===== src/rtl/keypad_debouncer.sv =====
// Keypad front end: 2-flop synchroniser, debounce FSM and lowest-index encoder.
// Produces one keystrobe per accepted press, with the keycode held until the next press.
module keypad_debouncer #(
   parameter int NKEYS     = 13,
   parameter int DB_CYCLES = 4,
   localparam int KW       = $clog2(NKEYS),
   localparam int CW       = $clog2(DB_CYCLES)
) (
   input  logic             hwclk_i,
   input  logic             reset_i,
   input  logic [NKEYS-1:0] pb_i,
   output logic [KW-1:0]    keycode_o,
   output logic             keystrobe_o,
   output logic             key_held_o
);

   typedef enum logic [1:0] {
      ST_IDLE     = 2'd0,
      ST_DEBOUNCE = 2'd1,
      ST_PRESSED  = 2'd2,
      ST_RELEASE  = 2'd3
   } state_t;

   localparam logic [CW-1:0] CNT_LAST = CW'(DB_CYCLES - 1);

   // Scanning from the top down lets the lowest set bit win.
   function automatic logic [KW-1:0] enc_lowest(input logic [NKEYS-1:0] v);
      logic [KW-1:0] idx;
      idx = '0;
      for (int i = NKEYS - 1; i >= 0; i--) begin
         if (v[i]) begin
            idx = KW'(i);
         end
      end
      return idx;
   endfunction

   logic [NKEYS-1:0] sync1_q;
   logic [NKEYS-1:0] sync2_q;
   logic [NKEYS-1:0] vec_q;
   logic [CW-1:0]    cnt_q;
   state_t           state_q;
   logic [KW-1:0]    keycode_q;
   logic [KW-1:0]    keycode_d;
   logic             keystrobe_q;
   logic             key_held_q;

   assign keycode_d = enc_lowest(vec_q);

   // Two-flop synchroniser for the asynchronous pushbuttons.
   always_ff @(posedge hwclk_i or posedge reset_i) begin
      if (reset_i) begin
         sync1_q <= '0;
         sync2_q <= '0;
      end else begin
         sync1_q <= pb_i;
         sync2_q <= sync1_q;
      end
   end

   // Debounce FSM with registered keycode, strobe and held outputs.
   always_ff @(posedge hwclk_i or posedge reset_i) begin
      if (reset_i) begin
         state_q     <= ST_IDLE;
         cnt_q       <= '0;
         vec_q       <= '0;
         keycode_q   <= '0;
         keystrobe_q <= 1'b0;
         key_held_q  <= 1'b0;
      end else begin
         keystrobe_q <= 1'b0;
         case (state_q)
            ST_IDLE: begin
               if (sync2_q != '0) begin
                  state_q <= ST_DEBOUNCE;
                  vec_q   <= sync2_q;
                  cnt_q   <= '0;
               end
            end
            ST_DEBOUNCE: begin
               if (sync2_q == '0) begin
                  state_q <= ST_IDLE;
                  cnt_q   <= '0;
               end else if (sync2_q != vec_q) begin
                  vec_q <= sync2_q;
                  cnt_q <= '0;
               end else if (cnt_q == CNT_LAST) begin
                  state_q     <= ST_PRESSED;
                  cnt_q       <= '0;
                  keycode_q   <= keycode_d;
                  keystrobe_q <= 1'b1;
                  key_held_q  <= 1'b1;
               end else begin
                  cnt_q <= cnt_q + CW'(1);
               end
            end
            ST_PRESSED: begin
               if (sync2_q == '0) begin
                  state_q <= ST_RELEASE;
                  cnt_q   <= '0;
               end
            end
            // Any renewed activity during release is bounce, never a new press.
            ST_RELEASE: begin
               if (sync2_q != '0) begin
                  state_q <= ST_PRESSED;
                  cnt_q   <= '0;
               end else if (cnt_q == CNT_LAST) begin
                  state_q    <= ST_IDLE;
                  cnt_q      <= '0;
                  key_held_q <= 1'b0;
               end else begin
                  cnt_q <= cnt_q + CW'(1);
               end
            end
            default: begin
               state_q    <= ST_IDLE;
               cnt_q      <= '0;
               key_held_q <= 1'b0;
            end
         endcase
      end
   end

   assign keycode_o   = keycode_q;
   assign keystrobe_o = keystrobe_q;
   assign key_held_o  = key_held_q;

endmodule

===== config.mk =====
export PLATFORM = sky130hd
export DESIGN_NAME = keypad_debouncer
export DESIGN_NICKNAME = d
export VERILOG_FILES = /design/src/rtl/keypad_debouncer.sv
export SDC_FILE = /design/constraint.sdc
export NUM_CORES = 1
export LEC_CHECK = 0
export CORE_ASPECT_RATIO = 0.5
export CORE_MARGIN = 4
export CORE_UTILIZATION = 52
export CTS_BUF_LIST = sky130_fd_sc_hd__clkbuf_8
export DETAILED_ROUTE_END_ITERATION = 16
export PLACE_DENSITY = 0.75
export SYNTH_ARGS = -nofsm -noshare
export SYNTH_HDL_FRONTEND = slang
export SYNTH_SLANG_ARGS = --single-unit

===== constraint.sdc =====
create_clock -name hwclk_i -period 2.02 [get_ports hwclk_i]
set_clock_uncertainty 0.1 [all_clocks]
set_input_delay 0.404 -clock hwclk_i [delete_from_list [all_inputs] [get_ports hwclk_i]]
set_output_delay 0.404 -clock hwclk_i [all_outputs]
set_load 0.005 [all_outputs]

## Word level (Yosys, flattened, before mapping)

Index checks and enable logic that the tools add are counted.

| cells by class | value |
|---|---|
| $add $sub $neg | 1 |
| equality and inequality tests | 16 |
| muxes and demuxes | 42 |
| bitwise gates (word level) | 2 |
| reductions and logical operators | 10 |

Operator list:

| operator | number |
|---|---|
| $mux 4 | 13 |
| $mux 13 | 3 |
| $mux 2 | 13 |
| $pmux 13 s2 | 1 |
| $ne 2x2->1 const B | 8 |
| $pmux 2 s4 | 2 |
| $logic_not 13->1 | 1 |
| $ne 13x13->1 | 1 |
| $reduce_bool 13->1 | 1 |
| $mux 1 | 9 |
| $ne 3x3->1 const B | 3 |
| $reduce_and 4->1 | 2 |
| $eq 2x2->1 const B | 3 |
| $reduce_and 6->1 | 1 |
| $reduce_and 5->1 | 1 |
| $reduce_bool 2->1 | 2 |
| $add 2x1->2 const B | 1 |
| $eq 2x1->1 const B | 1 |
| $logic_not 2->1 | 1 |
| $not 1->1 | 2 |
| $pmux 1 s2 | 1 |
| $reduce_and 2->1 | 1 |

| word-level totals | value |
|---|---|
| flip-flop bits (word level) | 49 |

## Longest topological paths before layout

| depth | value |
|---|---|
| word-level depth | 13 |
| gate-level depth with buffers | 6 |
| gate-level depth less buffers | 6 |

## Worst setup path after synthesis

No wires, ideal clock.

| timing | value |
|---|---|
| path type | flip-flop to flip-flop |
| start point | reg vec_q[0] |
| end point | reg keycode_q[0] (netlist: keycode_o[0]) |
| arrival time | 1.882 ns |
| path slack | -0.087 ns |
| cell stages (with the launch flop) | 7 |
| cells stage by stage | dfrtp_1 -> xnor2_1 -> nand4_1 -> nor4_2 -> or3b_1 -> buf_2 -> mux2_4 |

| between the ends | value |
|---|---|
| cells in the longest elaborated chain, start to end | 3 |
| elaborated cells on any way between the ends | 4 |
| those cells by class | 1 x eq/ne; 1 x mux; 1 x bitwise; 1 x reduce/logical |

Ends and longest elaborated chain:

| what | RTL line | text |
|---|---|---|
| from (decl) | 40 | `logic [NKEYS-1:0] vec_q;` |
| from (signal assigned) | 76 | `vec_q <= sync2_q;` |
| from (signal assigned) | 85 | `vec_q <= sync2_q;` |
| $ne 13x13->1 | 84 | `end else if (sync2_q != vec_q) begin` |
| $not 1->1 (no source line) | n/a |  |
| $reduce_and 4->1 (no source line) | n/a |  |
| to (signal assigned) | 90 | `keycode_q <= keycode_d;` |
| to (decl) | 43 | `logic [KW-1:0] keycode_q;` |

Several ways; a longest one is shown, not always the timed one.
A chain may end at the register's enable or synchronous reset.

## Worst setup path after layout

| timing | value |
|---|---|
| start point | reg vec_q[12] |
| end point | reg keycode_q[0] (netlist: keycode_o[0]) |

| between the ends | value |
|---|---|
| cells in the longest elaborated chain, start to end | 3 |

Ends and longest elaborated chain:

| what | RTL line |
|---|---|
| $ne 13x13->1 | 84 |
| $not 1->1 (no source line) | n/a |
| $reduce_and 4->1 (no source line) | n/a |

Every way passes these cells.

==> summary.txt <==
Global routing
  • Routing usage on met3: 0.0735
  • Grt total ovfl: 0
  • Initial antenna violation count: 0
  • First-pass GRT wire length: 6640 um
  • Total GRT Usage: 0.189
  • Met1 usage: 0.249
  • Number of global-route vias before repair: 1367
  • Met2 usage: 0.286
  • Global routing's busiest layer: met2
  • Largest net degree at the start of global routing: 40

Place
  • Port Buffers: 20
  • Hpwl dp: 2640 um
  • Dpl ws: -0.300 ns
  • Cell Area, Placed: 2430 um^2
  • Final Wtd Congestion: 0.819

Worst setup path
  • Max incr delay on CP: 0.46 ns
  • Critical path capture point type: register
  • Setup crit start kind: register
  • Required time worst endpoint: 2.12 ns
  • Delay-heaviest family, CP: simple AND/OR/NAND/NOR gates
  • Critical path class: register to register
  • Worst r2r src: vec_q[12]
  • Crit path cell chain: xnor2_2 > nand3_2 > nor4_4 > buf_4 > or3b_4 > mux2_4
  • Slowest-stage cell, CP: dfrtp_2
  • Bufs and invs on worst path: 1
  • Worst-case reg-to-reg path depth: 6
  • CP Max Fanout: 4
  • Worst Setup SP: vec_q[12]
  • CP Depth: 6
  • Worst path arrival time: 2.28 ns

STA
  • Setup TNS: -0.765 ns
  • Max Transition Viols Final: 0
  • RSZ-0062 raised after global routing: true
  • F_max: 459 MHz
  • Worst Tran Pin Value: 0.357 ns
  • Final hold vios: 0
  • Number of endpoints failing setup at the final stage: 14
  • Final Worst Setup Slack: -0.157 ns
  • Period utilisation layout: 1.08
  • Worst slew margin: 0.760
  • Minimum clock period: 2.18 ns

Final layout
  • Antenna Cells: 0
  • Fin nets: 230
  • Layout cell share with drive strength beyond 1: 0.340
  • Area grow syn2layout: 37.3%
  • Post-route cell area: 2660 um^2
  • Fillers: 212

Drt
  • Vias: 1399
  • Antenna Nets Post-Route: 0
  • Drt total wl: 4060 um
  • DRC errors left: 0
  • Starting DRT DRC Count: 78
  • WL/cell: 15.3 um
  • Pre-Repair DR Iteration Count: 4
  • Vias per std cell: 5.26

Clock tree
  • CTS buffer count: 5
  • Clk buf depth: 2
  • CTS Hold Bufs: 0
  • Clk sinks: 49
  • CTS tree: yes
  • Register clock-pin slew on the reported worst setup and hold paths: 0.10 ns
  • Clk Latency, worst-skew pair: 0.31 ns
  • CTS HTree Levels: 2
  • CTS Root Cell: clkbuf_8

Synth
  • Complex-gate fraction of the synthesized area: 0.0767
  • Synth Instances: 153
  • Post-Synth Adder-Cell Area: 0.00645
  • Sequential area share after synthesis: 0.632
  • Distinct cells, synth: 27
  • FFs w/ async S/R, synth: 1.00
  • Dominant synthesized flop cell: dfrtp_1
  • Mux cell area share after synthesis: 0.0916
  • Synth Area in XOR/XNOR: 0.0587
  • Post-synth EDFFs: 0
  • Combinational family with the most area after synthesis: simple AND/OR/NAND/NOR gates
  • Syn Std Cell Area: 1940 um^2
  • Number of synthesized register bits: 49
  • Post-Synth Simple-Gate Area: 0.110
  • Warnings, synthesis: 0
  • Syn nets: 169
  • Syn_area_per_cell: 12.7 um^2

Die
  • Row cnt: 15
  • Die width: 94.4 um
  • Die area: 4830 um^2
  • Die H: 51.2 um
  • Initial Util: 0.553
  • # IOs: 21
  • CORE AREA: 3510 um^2

Power
  • Total power: 1850 uW
  • Pwr dens: 693 nW/um^2
  • Lkg Pwr: 0.00120 uW
  • Peak supply drop: 0.573 mV

Min path
  • Hold WC Path Type: input pin to async pin

Outcome
  • Failing checks: setup timing
  • Outcome: finished, violations left

Flow run
  • Maxcap violations: 0
## flip-flops by register name (all words and copies together), names as in the netlist, named ones only
signal / flops
cnt_q: 2
keystrobe_o: 1
keycode_o: 4
key_held_o: 1
vec_q: 13
sync2_q: 13
sync1_q: 13
state_q: 1
## layer usage
layer | part of all wire | wire length [um]
met5 | 0 | 0
met4 | 0.033 | 134
met3 | 0.082 | 333
met2 | 0.45 | 1810
met1 | 0.44 | 1780
## stage by stage
stage | util | std cells | hold WS [ns]
floorplan | - | 153 | 0.231
global placement | 0.693 | 250 | 0.232
detailed placement | 0.693 | 250 | 0.235
CTS | 0.748 | 264 | 0.216
global route | 0.759 | 266 | 0.227
finish | 0.759 | 266 | 0.218
## placed cells by master, fill, tap and decap left out, types with 2 or more instances in the layout
| cell type | n |
|---|---|
| o2bb2ai_1 | 3 |
| xnor2_1 | 9 |
| a211oi_1 | 2 |
| clkbuf_8 | 5 |
| xnor2_2 | 4 |
| buf_12 | 2 |
| mux2_4 | 3 |
| dfrtp_2 | 2 |
| nor4_1 | 2 |
| clkdlybuf4s50_1 | 20 |
| or4_1 | 2 |
| nand4_1 | 4 |
| inv_1 | 7 |
| mux2_2 | 10 |
| nor2_1 | 10 |
| nand2_1 | 8 |
| dfrtp_1 | 47 |
| a21oi_1 | 7 |
| buf_4 | 36 |
| o21ai_0 | 2 |
| nand2b_1 | 3 |
| o31ai_1 | 5 |
| mux2i_1 | 2 |
| nor3_1 | 5 |
## final timing paths
path | to | slack (ns)
worst max-delay path | keycode_o[0] | -0.16
worst min-delay path | sync1_q[5] | 0.22
worst max register to register | keycode_o[0] | -0.16
worst min register to register | sync2_q[6] | 0.26
max in group asynchronous | sync2_q[2] | 1.13
min in group hwclk_i | sync2_q[6] | 0.26
## worst reg2reg max path: stages, from the launching register on
cell	delay, ns
dfrtp_2	0.46
xnor2_2	0.17
nand3_2	0.14
nor4_4	0.31
buf_4	0.16
or3b_4	0.41
mux2_4	0.31
## synth_stat cells (4+ instances only)
library cell  count  area [um^2]
dfrtp_1          49         1230
xnor2_1          13          114
mux2_2           10          113
nor2_1           10         37.5
nand2_1           9         33.8
inv_1             8         30.0
a21oi_1           7         35.0
nor3_1            5         25.0
o31ai_1           5         37.5
nand4_1           4         25.0
## power breakdown
part	internal (uW)	leakage (uW)	switching, uW
clock network	259	0.0000506	356
registers	1020	0.000587	31.7
logic	103	0.000559	76.6
total	1380	0.00120	464
## area by class of cell
| class | instances | area, um^2 | share of cell area |
|---|---|---|---|
| clock buffer | 5 | 68.8 | 0.0258 |
| clock inverter | 3 | 28.8 | 0.0108 |
| inverter | 8 | 30.0 | 0.0113 |
| multi-input combinational | 92 | 733 | 0.275 |
| sequential | 49 | 1230 | 0.461 |
| tap | 51 | 63.8 | 0.0240 |
| timing repair buffer | 58 | 510 | 0.192 |
## timing repair
action	CTS	global route
endpoints found under the setup margin	18	17
setup buffers	6	2
gates cloned	0	0
resized for setup	7	6
pin swaps	11	2
## kinds of logic after synthesis
| logic type | count (synthesis) |
|---|---|
| flip-flops | 49 |
| multiplexers | 15 |
| buffers and inverters | 12 |
| AND/OR/NAND/NOR | 41 |
| XOR/XNOR | 13 |
| adder cells (fa/ha/maj) | 1 |
| AO/OA/AOI/OAI | 22 |
No activity file was read; power rests on OpenSTA's default activity.
